`src/rtl/instruction_fetch_if.sv`:
```
// Bus between the fetch stage, the instruction ROM and the decode/execute stage.
// Also defines the `NOP opcode value when the build does not supply one.
`ifndef NOP
`define NOP 4'h0
`endif

interface instruction_fetch_if #(
   parameter int ADDR_WIDTH  = 16,
   parameter int INSTR_WIDTH = 28
);
   // Transfer rule: a word is handed to decode on every rising edge where oValid=1
   // and iStall=0; iStall is the only back-pressure and freezes every fetch output.
   logic [ADDR_WIDTH-1:0]  oAddress;
   logic [INSTR_WIDTH-1:0] iInstruction;
   logic                   iStall;
   logic                   iBranchTaken;
   logic [ADDR_WIDTH-1:0]  iBranchTarget;
   logic [INSTR_WIDTH-1:0] oInstruction;
   logic [ADDR_WIDTH-1:0]  oPC;
   logic                   oValid;
   logic                   oBusy;
   logic                   dbg_delay;

   modport master (
      output oAddress, oInstruction, oPC, oValid, oBusy, dbg_delay,
      input  iInstruction, iStall, iBranchTaken, iBranchTarget
   );

   modport slave (
      input  oAddress, oInstruction, oPC, oValid, oBusy, dbg_delay,
      output iInstruction, iStall, iBranchTaken, iBranchTarget
   );
endinterface

```
`src/rtl/instruction_fetch.sv`:
```
// PC/fetch stage in front of the instruction ROM: stall, branch flush, and
// (with FETCH_NOP_DELAY_EN defined) multi-cycle NOP delays.
module instruction_fetch #(
   parameter int                    ADDR_WIDTH   = 16,
   parameter int                    INSTR_WIDTH  = 28,
   parameter logic [ADDR_WIDTH-1:0] RESET_VECTOR = '0
) (
   input logic                 Clock,
   input logic                 Reset,
   instruction_fetch_if.master bus
);
   localparam int CW = INSTR_WIDTH - 4;
   localparam logic [INSTR_WIDTH-1:0] NOP_WORD = {`NOP, {CW{1'b0}}};
   localparam logic [ADDR_WIDTH-1:0]  PC_ONE   = {{(ADDR_WIDTH-1){1'b0}}, 1'b1};

   logic [ADDR_WIDTH-1:0] pc;

   assign bus.oAddress = pc;

`ifdef FETCH_NOP_DELAY_EN
   typedef enum logic {FETCH = 1'b0, DELAY = 1'b1} state_t;

   localparam logic [CW-1:0] CNT_ONE = {{(CW-1){1'b0}}, 1'b1};

   state_t        state;
   logic [CW-1:0] delay_cnt;
   logic [3:0]    opcode;
   logic [CW-1:0] operand;

   assign opcode        = bus.iInstruction[INSTR_WIDTH-1 -: 4];
   assign operand       = bus.iInstruction[CW-1:0];
   assign bus.dbg_delay = (state == DELAY);

   always_ff @(posedge Clock) begin
      if (Reset) begin
         pc               <= RESET_VECTOR;
         bus.oInstruction <= NOP_WORD;
         bus.oPC          <= '0;
         bus.oValid       <= 1'b0;
         bus.oBusy        <= 1'b0;
         delay_cnt        <= '0;
         state            <= FETCH;
      end else if (bus.iBranchTaken) begin
         pc               <= bus.iBranchTarget;
         bus.oInstruction <= NOP_WORD;
         bus.oValid       <= 1'b0;
         bus.oBusy        <= 1'b0;
         delay_cnt        <= '0;
         state            <= FETCH;
      end else if (!bus.iStall) begin
         if (state == DELAY) begin
            // One bubble per unstalled cycle; the PC already points past the NOP.
            bus.oInstruction <= NOP_WORD;
            bus.oValid       <= 1'b0;
            bus.oBusy        <= 1'b1;
            delay_cnt        <= delay_cnt - CNT_ONE;
            if (delay_cnt == CNT_ONE) state <= FETCH;
         end else begin
            bus.oInstruction <= bus.iInstruction;
            bus.oPC          <= pc;
            bus.oValid       <= 1'b1;
            bus.oBusy        <= 1'b0;
            pc               <= pc + PC_ONE;
            if (opcode == `NOP && operand != '0) begin
               delay_cnt <= operand;
               state     <= DELAY;
            end
         end
      end
   end
`else
   assign bus.oBusy     = 1'b0;
   assign bus.dbg_delay = 1'b0;

   always_ff @(posedge Clock) begin
      if (Reset) begin
         pc               <= RESET_VECTOR;
         bus.oInstruction <= NOP_WORD;
         bus.oPC          <= '0;
         bus.oValid       <= 1'b0;
      end else if (bus.iBranchTaken) begin
         pc               <= bus.iBranchTarget;
         bus.oInstruction <= NOP_WORD;
         bus.oValid       <= 1'b0;
      end else if (!bus.iStall) begin
         bus.oInstruction <= bus.iInstruction;
         bus.oPC          <= pc;
         bus.oValid       <= 1'b1;
         pc               <= pc + PC_ONE;
      end
   end
`endif
endmodule

```
`src/flat_wrapper.sv`:
```
// flat-port wrapper written by rule: the top's interface ports become plain ports
module instruction_fetch_flat 
#(
   parameter int                    ADDR_WIDTH   = 16,
   parameter int                    INSTR_WIDTH  = 28,
   parameter logic [ADDR_WIDTH-1:0] RESET_VECTOR = '0
)
  (Clock, Reset, bus_oAddress, bus_oInstruction, bus_oPC, bus_oValid, bus_oBusy, bus_dbg_delay, bus_iInstruction, bus_iStall, bus_iBranchTaken, bus_iBranchTarget);
  instruction_fetch_if #(.ADDR_WIDTH(ADDR_WIDTH), .INSTR_WIDTH(INSTR_WIDTH)) bus_i ();
  input logic Clock;
  input logic Reset;
  output wire logic [$bits(bus_i.oAddress)-1:0] bus_oAddress;
  output wire logic [$bits(bus_i.oInstruction)-1:0] bus_oInstruction;
  output wire logic [$bits(bus_i.oPC)-1:0] bus_oPC;
  output wire logic [$bits(bus_i.oValid)-1:0] bus_oValid;
  output wire logic [$bits(bus_i.oBusy)-1:0] bus_oBusy;
  output wire logic [$bits(bus_i.dbg_delay)-1:0] bus_dbg_delay;
  input wire logic [$bits(bus_i.iInstruction)-1:0] bus_iInstruction;
  input wire logic [$bits(bus_i.iStall)-1:0] bus_iStall;
  input wire logic [$bits(bus_i.iBranchTaken)-1:0] bus_iBranchTaken;
  input wire logic [$bits(bus_i.iBranchTarget)-1:0] bus_iBranchTarget;
  assign bus_oAddress = bus_i.oAddress;
  assign bus_oInstruction = bus_i.oInstruction;
  assign bus_oPC = bus_i.oPC;
  assign bus_oValid = bus_i.oValid;
  assign bus_oBusy = bus_i.oBusy;
  assign bus_dbg_delay = bus_i.dbg_delay;
  assign bus_i.iInstruction = bus_iInstruction;
  assign bus_i.iStall = bus_iStall;
  assign bus_i.iBranchTaken = bus_iBranchTaken;
  assign bus_i.iBranchTarget = bus_iBranchTarget;
  instruction_fetch #(.ADDR_WIDTH(ADDR_WIDTH), .INSTR_WIDTH(INSTR_WIDTH), .RESET_VECTOR(RESET_VECTOR)) u_core (.Clock(Clock), .Reset(Reset), .bus(bus_i));
endmodule
```
`config.mk`:
```
export PLATFORM = sky130hd
export DESIGN_NAME = instruction_fetch_flat
export DESIGN_NICKNAME = d
export VERILOG_FILES = /design/src/rtl/instruction_fetch_if.sv /design/src/rtl/instruction_fetch.sv /design/src/flat_wrapper.sv
export SDC_FILE = /design/constraint.sdc
export NUM_CORES = 1
export LEC_CHECK = 0
export CAP_MARGIN = 10
export CORE_MARGIN = 2
export CORE_UTILIZATION = 36
export CTS_CLUSTER_SIZE = 30
export DETAILED_ROUTE_END_ITERATION = 6
export GPL_TIMING_DRIVEN = 1
export PLACE_DENSITY = 0.69
export SETUP_SLACK_MARGIN = 0.4
export SLEW_MARGIN = 30
export SYNTH_ARGS = -nofsm -noshare
export SYNTH_HDL_FRONTEND = slang
export SYNTH_SLANG_ARGS = --single-unit
```
`constraint.sdc`:
```
create_clock -name Clock -period 1.7 [get_ports Clock]
set_clock_uncertainty 0.2 [all_clocks]
set_input_delay 0.255 -clock Clock [delete_from_list [all_inputs] [get_ports Clock]]
set_output_delay 0.255 -clock Clock [all_outputs]
set_load 0.02 [all_outputs]
```
Word-level counts from Yosys, hierarchy flattened
Cells that the tools add are included. W data, S select, Z words.

$add $sub $neg: 1. Multipliers: 0. Divide/modulo/power cells: 0. $lt $le $gt $ge: 0. Eq/ne operators: 1. Shift operators: 0. Muxes and demuxes: 2. Bitwise gates (word level): 2. Reduce and logical (&&, ||, !) cells: 2.

Operators by type and width (number): $mux W16 (2); $add A16 B1 Y16 const B (1); $ne A2 B1 Y1 const B (1); $not A1 Y1 (2); $reduce_and A2 Y1 (1); $reduce_or A2 Y1 (1).

Register bits: 61. Latch bits: 0. Bits in writable memories: 0. ROM bits: 0. Bits of input ports: 48. Output and inout port bits: 63. Word-level logic and storage cells: 12. Memories kept: 0.

Longest topological paths before layout
Gate-level depths: netlist (run 1).

Depth after elaboration: 3. Mapped depth: 5. Depth with buffers taken out: 4.

Worst setup path after synthesis (run 1)
OpenSTA, ideal clock, no wires.

Kind: reg2reg. From: register u_core.pc[0], in the netlist u_core.bus.oAddress[0]. To: register u_core.pc[12], in the netlist u_core.bus.oAddress[12]. Library setup time: 0.112 ns. Arrival time: 1.558 ns. Required time: 1.388 ns. Slack: -0.170 ns. Stages on the path, launching flop included: 5. Buffers on the path: 0. Period minus slack after synthesis: 1.870 ns. Cells stage by stage: dfxtp_1 -> ha_1 -> nand3b_2 -> o41a_1 -> a2111oi_1.

Cells in the longest elaborated chain, start to end: 3.

RTL lines: start: declaration (line instruction_fetch.sv:16) `logic [ADDR_WIDTH-1:0] pc;`; start signal: assignment (line instruction_fetch.sv:82) `pc <= bus.iBranchTarget;`; start signal: assignment (line instruction_fetch.sv:89) `pc <= pc + PC_ONE;`; $add A16 B1 Y16 (line instruction_fetch.sv:89); $mux W16 (line instruction_fetch.sv:85) `end else if (!bus.iStall) begin`; $mux W16 (line instruction_fetch.sv:81) `end else if (bus.iBranchTaken) begin`.

No other way between the ends. The select of a mux whose other input is x is not followed. A chain may end at the register's enable or synchronous reset.

Final worst setup path (run 1)
From: register u_core.pc[1], in the netlist u_core.bus.oAddress[1]. To: register u_core.pc[9], in the netlist u_core.bus.oAddress[9].

Same word-level chain as after synthesis.

==> results of run 1 <==
-- worst max-delay path: cells and delay by family, from the launching register on --
| family | cells | cell delay [ns] |
|---|---|---|
| AOI/OAI and AO/OA | 1 | 0.25 |
| buffers and inverters | 1 | 0.16 |
| DFF | 1 | 0.38 |
| and+or+nand+nor | 2 | 0.54 |
-- power groups by stage --
stage | combinational (mW) | clock [mW] | sequential (mW)
floorplan | 0.213 | 0 | 1.65
global placement | 0.562 | 0 | 1.59
detailed placement | 0.568 | 0 | 1.59
CTS | 0.570 | 1.33 | 1.55
global route | 0.697 | 1.41 | 1.57
finish | 0.649 | 1.31 | 1.56
-- cells in the final DEF (no fill, tap or decap), types with 4 or more instances in the layout --
cell type         n
a21oi_1          20
dfxtp_4          14
buf_4            84
nor2_1           40
dfxtp_1          22
clkbuf_8         11
nand2_1          40
o31a_1            4
mux2i_1          28
buf_6            30
dfxtp_2          25
inv_1             4
clkdlybuf4s50_1  44
nand4_1           5
-- repair_timing --
action                     CTS  global route
pin swaps                   15            12
hold buffers                 0             0
gates resized for setup    296           101
setup buffers               12            16
gates cloned                 1             0
setup endpoints to repair  122            75
-- stage by stage --
| step | instances | setup TNS [ns] | total power, mW | cell area (µm²) | hold WS (ns) |
|---|---|---|---|---|---|
| after floorplan | 289 | 0 | 1.86 | 2670 | 0.189 |
| after global placement | 496 | -0.606 | 2.15 | 3940 | 0.232 |
| after detailed placement | 496 | -1.61 | 2.15 | 3940 | 0.241 |
| after CTS | 525 | 0 | 3.45 | 4100 | 0.224 |
| after global routing | 541 | 0 | 3.67 | 4490 | 0.243 |
| final | 541 | 0 | 3.51 | 4490 | 0.237 |
-- state kept, by name (all words and copies together), names as in the netlist --
name and flops:
u_core.bus.oInstruction 28, u_core.bus.oAddress 16, u_core.bus.oPC 16, u_core.bus.oValid 1
-- layout make-up --
type	instances	share of cell area
repair buffers	164	0.329
multi-input cells	199	0.305
flip-flops and latches	61	0.290
clock buffers	11	0.0337
well taps	96	0.0267
clock inverters	5	0.0109
inverters	5	0.00418
-- logic make-up (layout without fill, tap and decap cells) --
| logic type | after synthesis | in the layout | synth area share |
|---|---|---|---|
| buffers and inverters | 30 | 185 | 0.0498 |
| and+or+nand+nor | 114 | 115 | 0.211 |
| muxes | 29 | 29 | 0.114 |
| adders and majority gates | 1 | 1 | 0.00488 |
| AOI/OAI and AO/OA | 48 | 48 | 0.128 |
| DFF | 61 | 61 | 0.477 |
| other | 1 | 2 | 0.00146 |
| xor gates and xnor gates | 4 | 4 | 0.0137 |
-- metal layers --
metal,vias to the layer above,part of all wire,track usage
met5,-,0,0
met4,0,0.014,0.0937
met3,10,0.098,0.0709
met2,120,0.47,0.308
met1,1256,0.41,0.229
li1,1312,-,-
-- worst paths after layout --
kind              cells after the start                                   end  slack, ns
setup / recovery                      4   u_core.bus.oAddress[9]$_SDFFE_PP0P_       0.08
hold / removal                        4  u_core.bus.oAddress[10]$_SDFFE_PP0P_       0.24
setup reg to reg                      4   u_core.bus.oAddress[9]$_SDFFE_PP0P_       0.08
hold reg to reg                       2        u_core.bus.oValid$_SDFFE_PP0N_       0.25
==> impl_metrics.tcl, run 1 <==
set metrics [dict create \
    syn2layout_area_growth_pct 75.3 \
    insertion_delay_ns 0.34 \
    die_h_um 88.4 \
    vias 2698 \
    multi_input_area_um2 1370 \
    die_w_um 88.4 \
    cap_violations 0 \
    setup_slack_ns 0.0804 \
    fin_crit_ns 1.62 \
    async_flop_share 0 \
    syn-cell-area_um2 2560 \
    switching_share 0.263 \
    hold_viol 0 \
    fmax_ghz 0.617 \
    post_route_cells_drive_above_1_share 0.438 \
    initial_core_util 0.375 \
    antenna_found_initial 0 \
    vias_per_cell 4.99 \
    arrival_ns 1.66 \
    ys_warn_count 0 \
    leakagePower_nw 1.92 \
    finalSetupViolations 0 \
    hpwl_um 4940 \
    status "complete, no violations" \
    power.density_nw_per_um2 782 \
    crit_start "u_core.bus.oAddress[1]$_SDFFE_PP0P_" \
    die-area_um2 7810 \
    drv_slew 0 \
    numCtsBuffers 9 \
    wirelength_um 7750 \
    fill_cells 601 \
    io_pins 111 \
    drt-initial-drc-count 136 \
    ys_seq_elements 61 \
    synth_edf_count 0 \
    ys.flop_type "dfxtp_1" \
    seq_area_frac_synth 0.477 \
    synth_area_leader_cell "dfxtp_1" \
    pre_cts_slack_ns -0.106 \
    cp-end-kind "flop" \
    core_um2 6830 \
    path_clk_slew_ns 0.07 \
    avgSynthCellArea_um2 8.90 \
    grt_max_degree 30 \
    clockBufferDepth 2 \
    grt-ovfl-total 0 \
    path_cells "nand4b_1 -> buf_6 -> or4_4 -> a311oi_2" \
    synth_commonest_cells "61 x dfxtp_1, 42 x nand2_1, 41 x nor2_1" \
    peakVddDrop_mv 0.476 \
    gr-usage-all-layers 0.192 \
    yosysMostFrequentCell "dfxtp_1" \
    slowest_stage "or4_4" \
    nets 489 \
    seqPwrFrac 0.444 \
    worstSetupPathType "reg -> reg" \
    utilization 0.658 \
    syn_inst 288 \
    p_switching_mw 0.924 \
    fin_crit_sh 0.953 \
    worstHoldStart "bus_iStall" \
    rr_startpoint "u_core.bus.oAddress[1]$_SDFFE_PP0P_" \
    globalplace.congestion 0.752 \
    worstHoldPathType "in -> reg" \
    clkSinkCount 61 \
    worstPathRequired_ns 1.74 \
    first_global_vias 2463 \
    routedWlPerCell_um 14.3 \
    cts_tree "yes" \
    diodes 0 \
    drc 0 \
    yosysUniqueCellTypes 41 \
    first_pass_iters 4 \
    ant_nets 0 \
    pwr-share-comb 0.185 \
    portBuffers 108 \
    cts_htree_levels 3 \
    p_clk_frac 0.372 \
    yosys-top-cells-area "dfxtp_1 48%, mux2i_1 11%, nand2_1 6.2%" \
    path_max_fanout 10 \
    grt_pass1_wl_um 11600 \
    yosysTopAreaCellShare 0.477 \
    startpoint_type "flop" \
    regArea_um2 1310 \
    rsz0062_at_grt "true" \
    rows 30 \
    cts-root-buf "clkbuf_8" \
    internal_power_mw 2.59 \
    slowest_delay_ns 0.42 \
]
Power figures use the tool's default switching activity.
==> inputs of run 2 (changes only) <==
- TNS_END_PERCENT: not set -> 20
==> run 2 against run 1 <==
Clock power hardly changed. Sequential share of layout area is 1.0 points higher. Wire length fell by 10%. Setup slack improved by 0.014 ns. Final cell count is 3.1% lower. Via count decreased by 5.5%. Sequential cell count unchanged. Global-route usage is 0.45 points lower. Power decreased by 2.3%.
==> impl_metrics.tcl, run 2 (same netlist as run 1, synthesis figures left out) <==
set metrics [dict create \
    grt-ovfl-total 0 \
    clockBufferDepth 2 \
    drv_slew 0 \
    slowest_delay_ns 0.38 \
    hold_viol 0 \
    clkSinkCount 61 \
    first_global_vias 2457 \
    mostFrequentLayoutCells "45 x clkdlybuf4s50_1, 44 x buf_4, 42 x nand2_1, 42 x dfxtp_1, 41 x nor2_1" \
    peakVddDrop_mv 0.472 \
    crit_end "u_core.bus.oAddress[7]$_SDFFE_PP0P_" \
    die_h_um 88.4 \
    fin_total_pwr_mw 3.43 \
    dp_cells 494 \
    hpwl_um 4910 \
    leakagePower_nw 1.88 \
    rr_startpoint "u_core.bus.oAddress[5]$_SDFFE_PP0P_" \
    wirelength_um 6970 \
    r2r-end "u_core.bus.oAddress[7]$_SDFFE_PP0P_" \
    cp_num_buf_inv 1 \
    path_max_fanout 7 \
    rows 30 \
    layout_commonest_cell "clkdlybuf4s50_1" \
    slowest_stage "dfxtp_4" \
    setup_slack_ns 0.0948 \
    die_w_um 88.4 \
    worstHoldStart "bus_iBranchTaken" \
    core_um2 6830 \
    r2r_setup_slack_ns 0.09 \
    nets 472 \
    ctsHoldBuffers 0 \
    grt_pass1_wl_um 11400 \
    numCtsBuffers 9 \
    io_pins 111 \
    regMostFlops "u_core.bus.oInstruction" \
    diodes 0 \
    vias_per_cell 4.86 \
    cap_violations 0 \
    antenna_found_initial 0 \
    drt-initial-drc-count 95 \
    largest_reg_flops 28 \
    insertion_delay_ns 0.34 \
    status "complete, no violations" \
    cp-end-kind "flop" \
    rsz0062_at_grt "true" \
    pre_cts_slack_ns -0.211 \
    fin_crit_ns 1.61 \
    power.density_nw_per_um2 808 \
    grt_max_degree 30 \
    utilization 0.622 \
    cts_htree_levels 3 \
    worstPathRequired_ns 1.75 \
    syn2layout_area_growth_pct 65.8 \
    startpoint_type "flop" \
    path_clk_slew_ns 0.07 \
    drc 0 \
    cp_num_cells 4 \
    post_route_cells_drive_above_1_share 0.264 \
    cts_tree "yes" \
    initial_core_util 0.375 \
    critical-path-top-delay-family "simple AND/OR/NAND/NOR gates" \
    fin_crit_sh 0.944 \
    worstSetupPathType "reg -> reg" \
    reg2reg_depth 4 \
    fill_cells 618 \
    crit_start "u_core.bus.oAddress[5]$_SDFFE_PP0P_" \
    routedWlPerCell_um 13.3 \
    cts-root-buf "clkbuf_8" \
    first_pass_iters 4 \
    globalplace.congestion 0.746 \
    vias 2549 \
    finalSetupViolations 0 \
    fmax_ghz 0.623 \
    portBuffers 108 \
    final_cells 524 \
    arrival_ns 1.65 \
    gr-usage-all-layers 0.188 \
    ant_nets 0 \
    path_cells "nand4_4 -> buf_4 -> or3_1 -> a311oi_2" \
    worstHoldPathType "in -> reg" \
    die-area_um2 7810 \
]
==> run 2: cell type report <==
| type | instances | area [µm²] | area share |
|---|---|---|---|
| clock buffers | 10 | 138 | 0.0324 |
| clock inverters | 6 | 62.6 | 0.0147 |
| inverters | 5 | 18.8 | 0.00442 |
| multi-input cells | 199 | 1280 | 0.302 |
| flip-flops and latches | 61 | 1280 | 0.301 |
| well taps | 96 | 120 | 0.0283 |
| repair buffers | 147 | 1350 | 0.317 |
==> run 2: stage by stage <==
step	TNS [ns]	instance area [µm²]	hold WS [ns]
global route	0	4250	0.125
global placement	-1.28	3910	0.232
CTS	0	4200	0.167
finish	0	4250	0.0755
detailed placement	-2.98	3910	0.245
floorplan	0	2640	0.189
==> run 2: how the worst min path moves through the flow <==
stage                                      endpoint  slack, ns  depth (start not counted)
5_1_grt         u_core.bus.oAddress[1]$_SDFFE_PP0P_       0.13                          3
3_5_place_dp        u_core.bus.oPC[12]$_SDFFE_PP0P_       0.24                          2
3_3_place_gp         u_core.bus.oValid$_SDFFE_PP0N_       0.23                          2
2_1_floorplan   u_core.bus.oAddress[0]$_SDFFE_PP0P_       0.19                          2
4_1_cts        u_core.bus.oAddress[13]$_SDFFE_PP0P_       0.17                          5
6_report        u_core.bus.oAddress[1]$_SDFFE_PP0P_       0.08                          3
==> run 2: worst reg2reg max path, delay by kind of cell, from the launching register on <==
| kind | cells | cell delay (ns) |
|---|---|---|
| and+or+nand+nor | 2 | 0.51 |
| DFF | 1 | 0.38 |
| AOI/OAI and AO/OA | 1 | 0.25 |
| buffers and inverters | 1 | 0.18 |
==> run 2: repair_timing <==
item                                    4_1_cts  5_1_grt
gates resized for setup                     188       14
pin swaps                                     4        8
endpoints found under the setup margin      120      120
cloned                                        1        0
buffers inserted                              9        4
==> run 2: power by group <==
group          switching (mW)  internal [mW]  leakage, nW
combinational           0.271          0.321         1.26
sequential             0.0624           1.49        0.509
clock                   0.580          0.714        0.106
==> run 2: routing by layer <==
| metal | global-route usage | routed length, µm |
|---|---|---|
| met1 | 0.220 | 2970 |
| met3 | 0.0756 | 673 |
| met5 | 0 | 0 |
| met2 | 0.306 | 3190 |
| met4 | 0.0799 | 129 |
